==> src/rtl/clk_source_supervisor_if.sv <==
// Signal bundle between the clock-source supervisor and its environment.
// The slave side belongs to the supervisor. The master side drives the toggles and the force controls.
interface clk_source_supervisor_if #(
    parameter int NUM_SRC = 2,
    parameter int SEL_W   = 1
);
    logic [NUM_SRC-1:0] src_toggle;
    logic               force_en;
    logic [SEL_W-1:0]   force_sel;
    logic [SEL_W-1:0]   sel_idx;
    logic               online;
    logic [NUM_SRC-1:0] src_valid;
    logic               switching;

    modport master (
        output src_toggle, force_en, force_sel,
        input  sel_idx, online, src_valid, switching
    );

    modport slave (
        input  src_toggle, force_en, force_sel,
        output sel_idx, online, src_valid, switching
    );
endinterface

==> src/rtl/clk_source_supervisor.sv <==
// Qualifies candidate clock sources by edge rate over fixed windows of the local clock.
// Drives a glitch-safe select index (quiesce, switch, settle) to the downstream clock-mux tree.
module clk_source_supervisor #(
    parameter int NUM_SRC       = 2,
    parameter int SEL_W         = 1,
    parameter int WIN_CYCLES    = 65536,
    parameter int CNT_W         = 16,
    parameter int MIN_EDGES     = 8000,
    parameter int MAX_EDGES     = 12000,
    parameter int GOOD_WINDOWS  = 4,
    parameter int SETTLE_CYCLES = 256
) (
    input logic                    clk,
    input logic                    rst,
    clk_source_supervisor_if.slave bus
);
    localparam int WIN_W       = (WIN_CYCLES > 2) ? $clog2(WIN_CYCLES) : 1;
    localparam int GOOD_W      = $clog2(GOOD_WINDOWS + 1);
    localparam int PH_W        = (SETTLE_CYCLES > 2) ? $clog2(SETTLE_CYCLES) : 1;
    localparam int VALID_EXT_W = 1 << SEL_W;

    localparam logic [WIN_W-1:0]  WIN_LAST    = WIN_W'(WIN_CYCLES - 1);
    localparam logic [CNT_W-1:0]  CNT_MAX     = {CNT_W{1'b1}};
    localparam logic [CNT_W-1:0]  MIN_C       = CNT_W'(MIN_EDGES);
    localparam logic [CNT_W-1:0]  MAX_C       = CNT_W'(MAX_EDGES);
    localparam logic [GOOD_W-1:0] GOOD_C      = GOOD_W'(GOOD_WINDOWS);
    localparam logic [PH_W-1:0]   SETTLE_LAST = PH_W'(SETTLE_CYCLES - 1);

    typedef enum logic [1:0] {STABLE, QUIESCE, SETTLE} state_t;

    logic [NUM_SRC-1:0] src_in, sync1, sync2, sync3, edge_seen;
    logic [NUM_SRC-1:0] valid_q, win_good;
    logic [CNT_W-1:0]   edge_cnt [NUM_SRC];
    logic [CNT_W-1:0]   cnt_next [NUM_SRC];
    logic [GOOD_W-1:0]  good_cnt [NUM_SRC];
    logic [GOOD_W-1:0]  good_inc [NUM_SRC];
    logic [WIN_W-1:0]   win_cnt;
    logic               win_end;

    logic [VALID_EXT_W-1:0] valid_ext;
    logic [SEL_W-1:0]       target, sel_q;
    logic                   online_q, load_sel;
    state_t                 state, state_next;
    logic [PH_W-1:0]        phase, phase_next;
    logic                   unused_src0;

    // Lane 0 is the local fallback: its toggle is never measured.
    assign src_in      = {bus.src_toggle[NUM_SRC-1:1], 1'b0};
    assign unused_src0 = bus.src_toggle[0];
    assign edge_seen   = sync2 ^ sync3;
    assign win_end     = (win_cnt == WIN_LAST);

    // NOTE: every variable gets a default first so no path leaves it unassigned (no latch).
    always_comb begin
        for (int i = 0; i < NUM_SRC; i++) begin
            cnt_next[i] = edge_cnt[i];
            if (edge_seen[i] && edge_cnt[i] != CNT_MAX)
                cnt_next[i] = edge_cnt[i] + 1'b1;
            win_good[i] = (cnt_next[i] >= MIN_C) && (cnt_next[i] <= MAX_C);
            good_inc[i] = (good_cnt[i] == GOOD_C) ? GOOD_C : good_cnt[i] + 1'b1;
        end
    end

    // NOTE: sequential state uses non-blocking assignments so every flop samples pre-edge values.
    always_ff @(posedge clk or posedge rst) begin
        if (rst) begin
            sync1   <= '0;
            sync2   <= '0;
            sync3   <= '0;
            win_cnt <= '0;
            valid_q <= NUM_SRC'(1);
            for (int i = 0; i < NUM_SRC; i++) begin
                edge_cnt[i] <= '0;
                good_cnt[i] <= '0;
            end
        end else begin
            sync1   <= src_in;
            sync2   <= sync1;
            sync3   <= sync2;
            win_cnt <= win_end ? '0 : win_cnt + 1'b1;
            for (int i = 0; i < NUM_SRC; i++) begin
                edge_cnt[i] <= win_end ? '0 : cnt_next[i];
                if (win_end && i != 0) begin
                    good_cnt[i] <= win_good[i] ? good_inc[i] : '0;
                    valid_q[i]  <= win_good[i] && (good_inc[i] == GOOD_C);
                end
            end
        end
    end

    // Zero padding makes out-of-range force indices read as unqualified, so they fall back to 0.
    assign valid_ext = VALID_EXT_W'(valid_q);

    always_comb begin
        target = '0;
        if (bus.force_en) begin
            if (valid_ext[bus.force_sel])
                target = bus.force_sel;
        end else begin
            for (int i = 1; i < NUM_SRC; i++)
                if (valid_q[i]) target = SEL_W'(i);
        end
    end

    always_ff @(posedge clk or posedge rst) begin
        if (rst) begin
            state    <= STABLE;
            phase    <= '0;
            sel_q    <= '0;
            online_q <= 1'b0;
        end else begin
            state <= state_next;
            phase <= phase_next;
            if (load_sel) begin
                sel_q    <= target;
                online_q <= (target != '0);
            end
        end
    end

    always_comb begin
        state_next = state;
        phase_next = '0;
        load_sel   = 1'b0;
        case (state)
            STABLE:  if (target != sel_q) state_next = QUIESCE;
            QUIESCE: begin
                if (phase == PH_W'(1)) begin
                    load_sel   = 1'b1;
                    state_next = SETTLE;
                end else begin
                    phase_next = phase + 1'b1;
                end
            end
            SETTLE: begin
                if (phase == SETTLE_LAST) state_next = STABLE;
                else                      phase_next = phase + 1'b1;
            end
            default: state_next = STABLE;
        endcase
    end

    assign bus.sel_idx   = sel_q;
    assign bus.online    = online_q;
    assign bus.src_valid = valid_q;
    assign bus.switching = (state != STABLE);
endmodule

==> src/flat_wrapper.sv <==
// flat-port wrapper written by rule: the top's interface ports become plain ports
module clk_source_supervisor_flat 
#(
    parameter int NUM_SRC       = 2,
    parameter int SEL_W         = 1,
    parameter int WIN_CYCLES    = 65536,
    parameter int CNT_W         = 16,
    parameter int MIN_EDGES     = 8000,
    parameter int MAX_EDGES     = 12000,
    parameter int GOOD_WINDOWS  = 4,
    parameter int SETTLE_CYCLES = 256
)
  (clk, rst, bus_src_toggle, bus_force_en, bus_force_sel, bus_sel_idx, bus_online, bus_src_valid, bus_switching);
  clk_source_supervisor_if #(.NUM_SRC(NUM_SRC), .SEL_W(SEL_W)) bus_i ();
  input logic clk;
  input logic rst;
  input wire logic [$bits(bus_i.src_toggle)-1:0] bus_src_toggle;
  input wire logic [$bits(bus_i.force_en)-1:0] bus_force_en;
  input wire logic [$bits(bus_i.force_sel)-1:0] bus_force_sel;
  output wire logic [$bits(bus_i.sel_idx)-1:0] bus_sel_idx;
  output wire logic [$bits(bus_i.online)-1:0] bus_online;
  output wire logic [$bits(bus_i.src_valid)-1:0] bus_src_valid;
  output wire logic [$bits(bus_i.switching)-1:0] bus_switching;
  assign bus_i.src_toggle = bus_src_toggle;
  assign bus_i.force_en = bus_force_en;
  assign bus_i.force_sel = bus_force_sel;
  assign bus_sel_idx = bus_i.sel_idx;
  assign bus_online = bus_i.online;
  assign bus_src_valid = bus_i.src_valid;
  assign bus_switching = bus_i.switching;
  clk_source_supervisor #(.NUM_SRC(NUM_SRC), .SEL_W(SEL_W), .WIN_CYCLES(WIN_CYCLES), .CNT_W(CNT_W), .MIN_EDGES(MIN_EDGES), .MAX_EDGES(MAX_EDGES), .GOOD_WINDOWS(GOOD_WINDOWS), .SETTLE_CYCLES(SETTLE_CYCLES)) u_core (.clk(clk), .rst(rst), .bus(bus_i));
endmodule
==> config.mk <==
export PLATFORM = sky130hd
export DESIGN_NAME = clk_source_supervisor_flat
export DESIGN_NICKNAME = d
export VERILOG_FILES = /design/src/rtl/clk_source_supervisor_if.sv /design/src/rtl/clk_source_supervisor.sv /design/src/flat_wrapper.sv
export SDC_FILE = /design/constraint.sdc
export NUM_CORES = 1
export LEC_CHECK = 0
export ABC_AREA = 0
export CORE_ASPECT_RATIO = 1.4
export CORE_MARGIN = 10
export CORE_UTILIZATION = 50
export CTS_BUF_LIST = sky130_fd_sc_hd__clkbuf_4
export CTS_CLUSTER_DIAMETER = 200
export DETAILED_ROUTE_END_ITERATION = 16
export PLACE_DENSITY = 0.66
export SYNTH_ARGS = -nofsm -noshare
export SYNTH_HDL_FRONTEND = slang
export SYNTH_SLANG_ARGS = --single-unit
==> constraint.sdc <==
create_clock -name clk -period 5.6 [get_ports clk]
set_clock_uncertainty 0.05 [all_clocks]
set_input_delay 1.12 -clock clk [delete_from_list [all_inputs] [get_ports clk]]
set_output_delay 1.12 -clock clk [all_outputs]
set_load 0.02 [all_outputs]
==> metrics.txt <==
# TYPE chip_impl_metric gauge
chip_impl_metric{name="routed-via-count",unit=""} 1941
chip_impl_metric{name="grt_first_pass_wirelength",unit="mm"} 8.41
chip_impl_metric{name="synth_seq_area_share",unit="%"} 46.0
chip_impl_info{name="worstReg2RegStart",value="u_core.edge_cnt[0]"} 1
chip_impl_metric{name="dpl.hpwl",unit="mm"} 3.29
chip_impl_metric{name="synth.net_count",unit=""} 294
chip_impl_info{name="timing.hold.worst.class",value="reg -> reg"} 1
chip_impl_metric{name="hold_buffers",unit=""} 0
chip_impl_info{name="timing.critical_path.slowest_stage_cell",value="sky130_fd_sc_hd__nor4_1"} 1
chip_impl_metric{name="grtUsageTotal",unit="%"} 11.7
chip_impl_metric{name="tns",unit="ns"} 0
chip_impl_metric{name="postLayoutSetupSlackWorst",unit="ns"} 2.51
chip_impl_metric{name="worst_ir_drop_vdd",unit="V"} 0.000173
chip_impl_metric{name="grt_overflow",unit=""} 0
chip_impl_metric{name="syn2layout_area_growth",unit="%"} 6.44
chip_impl_metric{name="avgRoutedWirePerCell",unit="µm"} 13.3
chip_impl_metric{name="fp-row-count",unit=""} 31
chip_impl_info{name="critical_path.endpoint",value="u_core.good_cnt[2]"} 1
chip_impl_metric{name="synth_cell_type_count",unit=""} 49
chip_impl_metric{name="placed_area",unit="mm²"} 0.00284
chip_impl_info{name="ctsRootBufferMaster",value="sky130_fd_sc_hd__clkbuf_4"} 1
chip_impl_metric{name="vias_in_the_first_global_route",unit=""} 1938
chip_impl_metric{name="clkSinkCount",unit=""} 50
chip_impl_metric{name="clk_transition_reported_paths",unit="ns"} 0.14
chip_impl_info{name="outcome",value="finished clean"} 1
chip_impl_metric{name="die-width",unit="µm"} 82.4
chip_impl_info{name="crit_family",value="simple AND/OR/NAND/NOR gates"} 1
chip_impl_metric{name="p_sw_share",unit="%"} 31.6
chip_impl_metric{name="vias_per_cell",unit=""} 5.51
chip_impl_metric{name="critical_path.max_stage_delay",unit="ns"} 0.73
chip_impl_metric{name="cellPowerDensity",unit="mW/mm²"} 244
chip_impl_metric{name="clk_path_buf_depth",unit=""} 2
chip_impl_info{name="startpoint_to_endpoint_class_of_the_critical_path",value="reg -> reg"} 1
chip_impl_info{name="r2r-end",value="u_core.good_cnt[2]"} 1
chip_impl_metric{name="drcViolationCount",unit=""} 0
chip_impl_metric{name="postLayoutCellArea",unit="mm²"} 0.00290
chip_impl_metric{name="synth_edf_count",unit=""} 0
chip_impl_info{name="clock_tree_from_tritoncts",value="built"} 1
chip_impl_metric{name="clkPwrFrac",unit="%"} 22.5
chip_impl_info{name="worstSetupStartpointType",value="register"} 1
chip_impl_metric{name="timing.critical_path.depth",unit=""} 8
chip_impl_metric{name="met1_usage",unit="%"} 13.5
chip_impl_metric{name="fin_crit",unit="ns"} 3.09
chip_impl_info{name="crit_path_start",value="u_core.edge_cnt[0]"} 1
chip_impl_metric{name="met2_usage",unit="%"} 20.3
chip_impl_metric{name="port_buffers",unit=""} 8
chip_impl_metric{name="netlist_area",unit="mm²"} 0.00272
chip_impl_metric{name="part_of_the_power_in_registers",unit="%"} 61.2
chip_impl_metric{name="grt.met3_usage",unit="%"} 2.59
chip_impl_metric{name="start_util",unit="%"} 52.0
chip_impl_metric{name="clock_latency",unit="ns"} 0.36
chip_impl_metric{name="internal_power",unit="µW"} 483
chip_impl_metric{name="grt_start_max_net_pins",unit=""} 51
chip_impl_metric{name="net-switching-power",unit="µW"} 223
chip_impl_metric{name="leakage",unit="nW"} 1.24
chip_impl_info{name="top_reg_cell_synth",value="sky130_fd_sc_hd__dfrtp_1"} 1
chip_impl_metric{name="slew_violations",unit=""} 0
chip_impl_metric{name="floorplan.die.height",unit="µm"} 107
chip_impl_metric{name="core",unit="mm²"} 0.00524
chip_impl_metric{name="finish.net_count",unit=""} 300
chip_impl_info{name="globalRoute.busiestLayer",value="met2"} 1
chip_impl_metric{name="pre_cts_slack",unit="ns"} 2.53
chip_impl_metric{name="final-instance-count-excl-fill",unit=""} 352
chip_impl_info{name="setup.worst_path.end_class",value="register"} 1
chip_impl_metric{name="cts_resized",unit=""} 0
chip_impl_metric{name="synthesis.instances",unit=""} 279
chip_impl_metric{name="hold-worst-slack",unit="ns"} 0.315
chip_impl_metric{name="fp.dieArea",unit="mm²"} 0.00884
chip_impl_metric{name="clock_h_tree_levels",unit=""} 2
chip_impl_metric{name="async_reset_ff_share",unit="%"} 100
chip_impl_metric{name="worstMarginPinSlew",unit="ns"} 1.03
chip_impl_metric{name="final_hold_violations",unit=""} 0
chip_impl_info{name="rsz0062_at_grt",value="false"} 1
chip_impl_metric{name="finalWirelength",unit="mm"} 4.69
chip_impl_metric{name="number_of_antenna_cells_inserted",unit=""} 0
chip_impl_metric{name="dr.first_iter.drc_count",unit=""} 131
chip_impl_metric{name="yosysWarnings",unit=""} 1
chip_impl_metric{name="number_of_antenna_violations_at_the_first_check_in_global_routing",unit=""} 0
chip_impl_metric{name="firstDrtPassIters",unit=""} 4
chip_impl_metric{name="post_route_cells_drive_above_1_share",unit="%"} 5.24
chip_impl_metric{name="r2r_slack",unit="ns"} 2.51
chip_impl_metric{name="max_freq",unit="MHz"} 323
chip_impl_metric{name="max-slew-margin-rel",unit="%"} 30.9
chip_impl_metric{name="final.period_utilization",unit="%"} 55.3
chip_impl_metric{name="place.gp.congestion",unit=""} 0.811
chip_impl_metric{name="final_util",unit="%"} 55.3
chip_impl_metric{name="postCtsSetupBuffers",unit=""} 0
chip_impl_metric{name="post-layout-total-power",unit="µW"} 706
chip_impl_metric{name="r2r_cells",unit=""} 8
chip_impl_metric{name="crit_path_max_fanout",unit=""} 8
chip_impl_metric{name="critical_path_required",unit="ns"} 5.79
chip_impl_info{name="crit_path_cell_trace",value="ha_1 -> nand3_1 -> nor4_1 -> nor4b_1 -> xnor2_1 -> or4b_4 -> o211ai_2 -> a31oi_1"} 1
chip_impl_metric{name="setup_viol",unit=""} 0
chip_impl_metric{name="postRouteAntennaNets",unit=""} 0
chip_impl_metric{name="p_comb_share",unit="%"} 16.3
chip_impl_metric{name="ys_seq_elements",unit=""} 50
chip_impl_metric{name="max_cap_violations",unit=""} 0
chip_impl_metric{name="syn_area_per_cell",unit="µm²"} 9.75
chip_impl_metric{name="worstPathArrival",unit="ns"} 3.29
chip_impl_metric{name="pin_count",unit=""} 11
chip_impl_metric{name="cts_inserted_buffers",unit=""} 5
chip_impl_metric{name="dp_cells",unit=""} 344
chip_impl_metric{name="worstPathBufferInverterCount",unit=""} 0
## worst min path at each step
stage | endpoint | slack, ns | startpoint | cells after the start
final | u_core.sync2[1] | 0.31 | u_core.sync1[1] | 0
after global routing | u_core.sync2[1] | 0.33 | u_core.sync1[1] | 0
after CTS | u_core.sync2[1] | 0.32 | u_core.sync1[1] | 0
after detailed placement | u_core.sync2[1] | 0.28 | u_core.sync1[1] | 0
after global placement | u_core.sync2[1] | 0.28 | u_core.sync1[1] | 0
after floorplan | u_core.sync2[1] | 0.28 | u_core.sync1[1] | 0
## flip-flops by register name, summed over array words and instances, names as in the netlist
register and count:
u_core.win_cnt 16, u_core.sync1 1, u_core.sync2 1, u_core.bus.sel_idx 1, u_core.sync3 1, u_core.state 2, u_core.phase 8, u_core.good_cnt 3
u_core.bus.src_valid 1, u_core.edge_cnt 16
## cell usage after synthesis (all sizes together) (2+ instances only)
master	instances	area share [%]
dfrtp	50	46
nor2	44	6.1
nand3	22	4.0
xnor2	20	6.4
xor2	19	6.1
nand2	17	2.3
ha	9	4.1
inv	9	1.2
buf	7	1.4
nand4	7	2.2
and3	6	1.4
nor3	6	1.1
and2	5	1.1
nor3b	5	1.6
o21ai	5	0.92
a31oi	4	0.92
clkbuf	3	0.41
nor2b	3	0.69
nor4	3	1.2
o2111ai	3	0.97
a21o	2	0.55
a21oi	2	0.37
a22o	2	0.64
a22oi	2	0.55
mux2i	2	0.74
nand2b	2	0.46
nand4b	2	0.64
nor4b	2	0.64
o211ai	2	0.74
o311ai	2	0.64
or4b	2	0.87
## cell usage in the layout (no fill, tap or decap), types with 6 or more instances in the layout
cell type / synthesis / layout
sky130_fd_sc_hd__nor3_1: 6 / 6
sky130_fd_sc_hd__nor2_1: 44 / 44
sky130_fd_sc_hd__nand3_1: 22 / 22
sky130_fd_sc_hd__nand2_1: 17 / 17
sky130_fd_sc_hd__dfrtp_1: 50 / 50
sky130_fd_sc_hd__and3_1: 6 / 6
sky130_fd_sc_hd__inv_1: 9 / 8
sky130_fd_sc_hd__xor2_1: 19 / 19
sky130_fd_sc_hd__ha_1: 9 / 9
sky130_fd_sc_hd__clkdlybuf4s50_1: 0 / 8
sky130_fd_sc_hd__nand4_1: 6 / 6
sky130_fd_sc_hd__xnor2_1: 20 / 20
## logic make-up after synthesis
group	count (synthesis)	share of synthesized area (%)
AOI/OAI and AO/OA	29	7.77
DFF	50	46.0
adders and majority gates	9	4.14
muxes	3	1.15
buffers and inverters	19	3.03
other	1	0.138
xor gates and xnor gates	39	12.6
and+or+nand+nor	129	25.2
## power by group through the flow
stage	clock (mW)	sequential, mW	combinational (mW)
2_1_floorplan	0	0.417	0.112
5_1_grt	0.180	0.439	0.134
3_3_place_gp	0	0.438	0.115
6_report	0.159	0.432	0.115
4_1_cts	0.168	0.431	0.116
3_5_place_dp	0	0.438	0.116
## routing by layer
metal  up-vias  part of all wire, %
li1        974                    -
met1       940                   46
met2        22                   49
met3         5                  3.5
met4         0                  1.4
met5         -                    0
## layout make-up
| class | instances | area, µm² |
|---|---|---|
| timing repair buffer | 9 | 87.6 |
| sequential | 50 | 1250 |
| inverter | 9 | 33.8 |
| tap | 66 | 82.6 |
| clock inverter | 3 | 16.3 |
| multi-input combinational | 210 | 1390 |
| clock buffer | 5 | 37.5 |
| fill | 480 | 2340 |
Power figures use the tool's default switching activity.
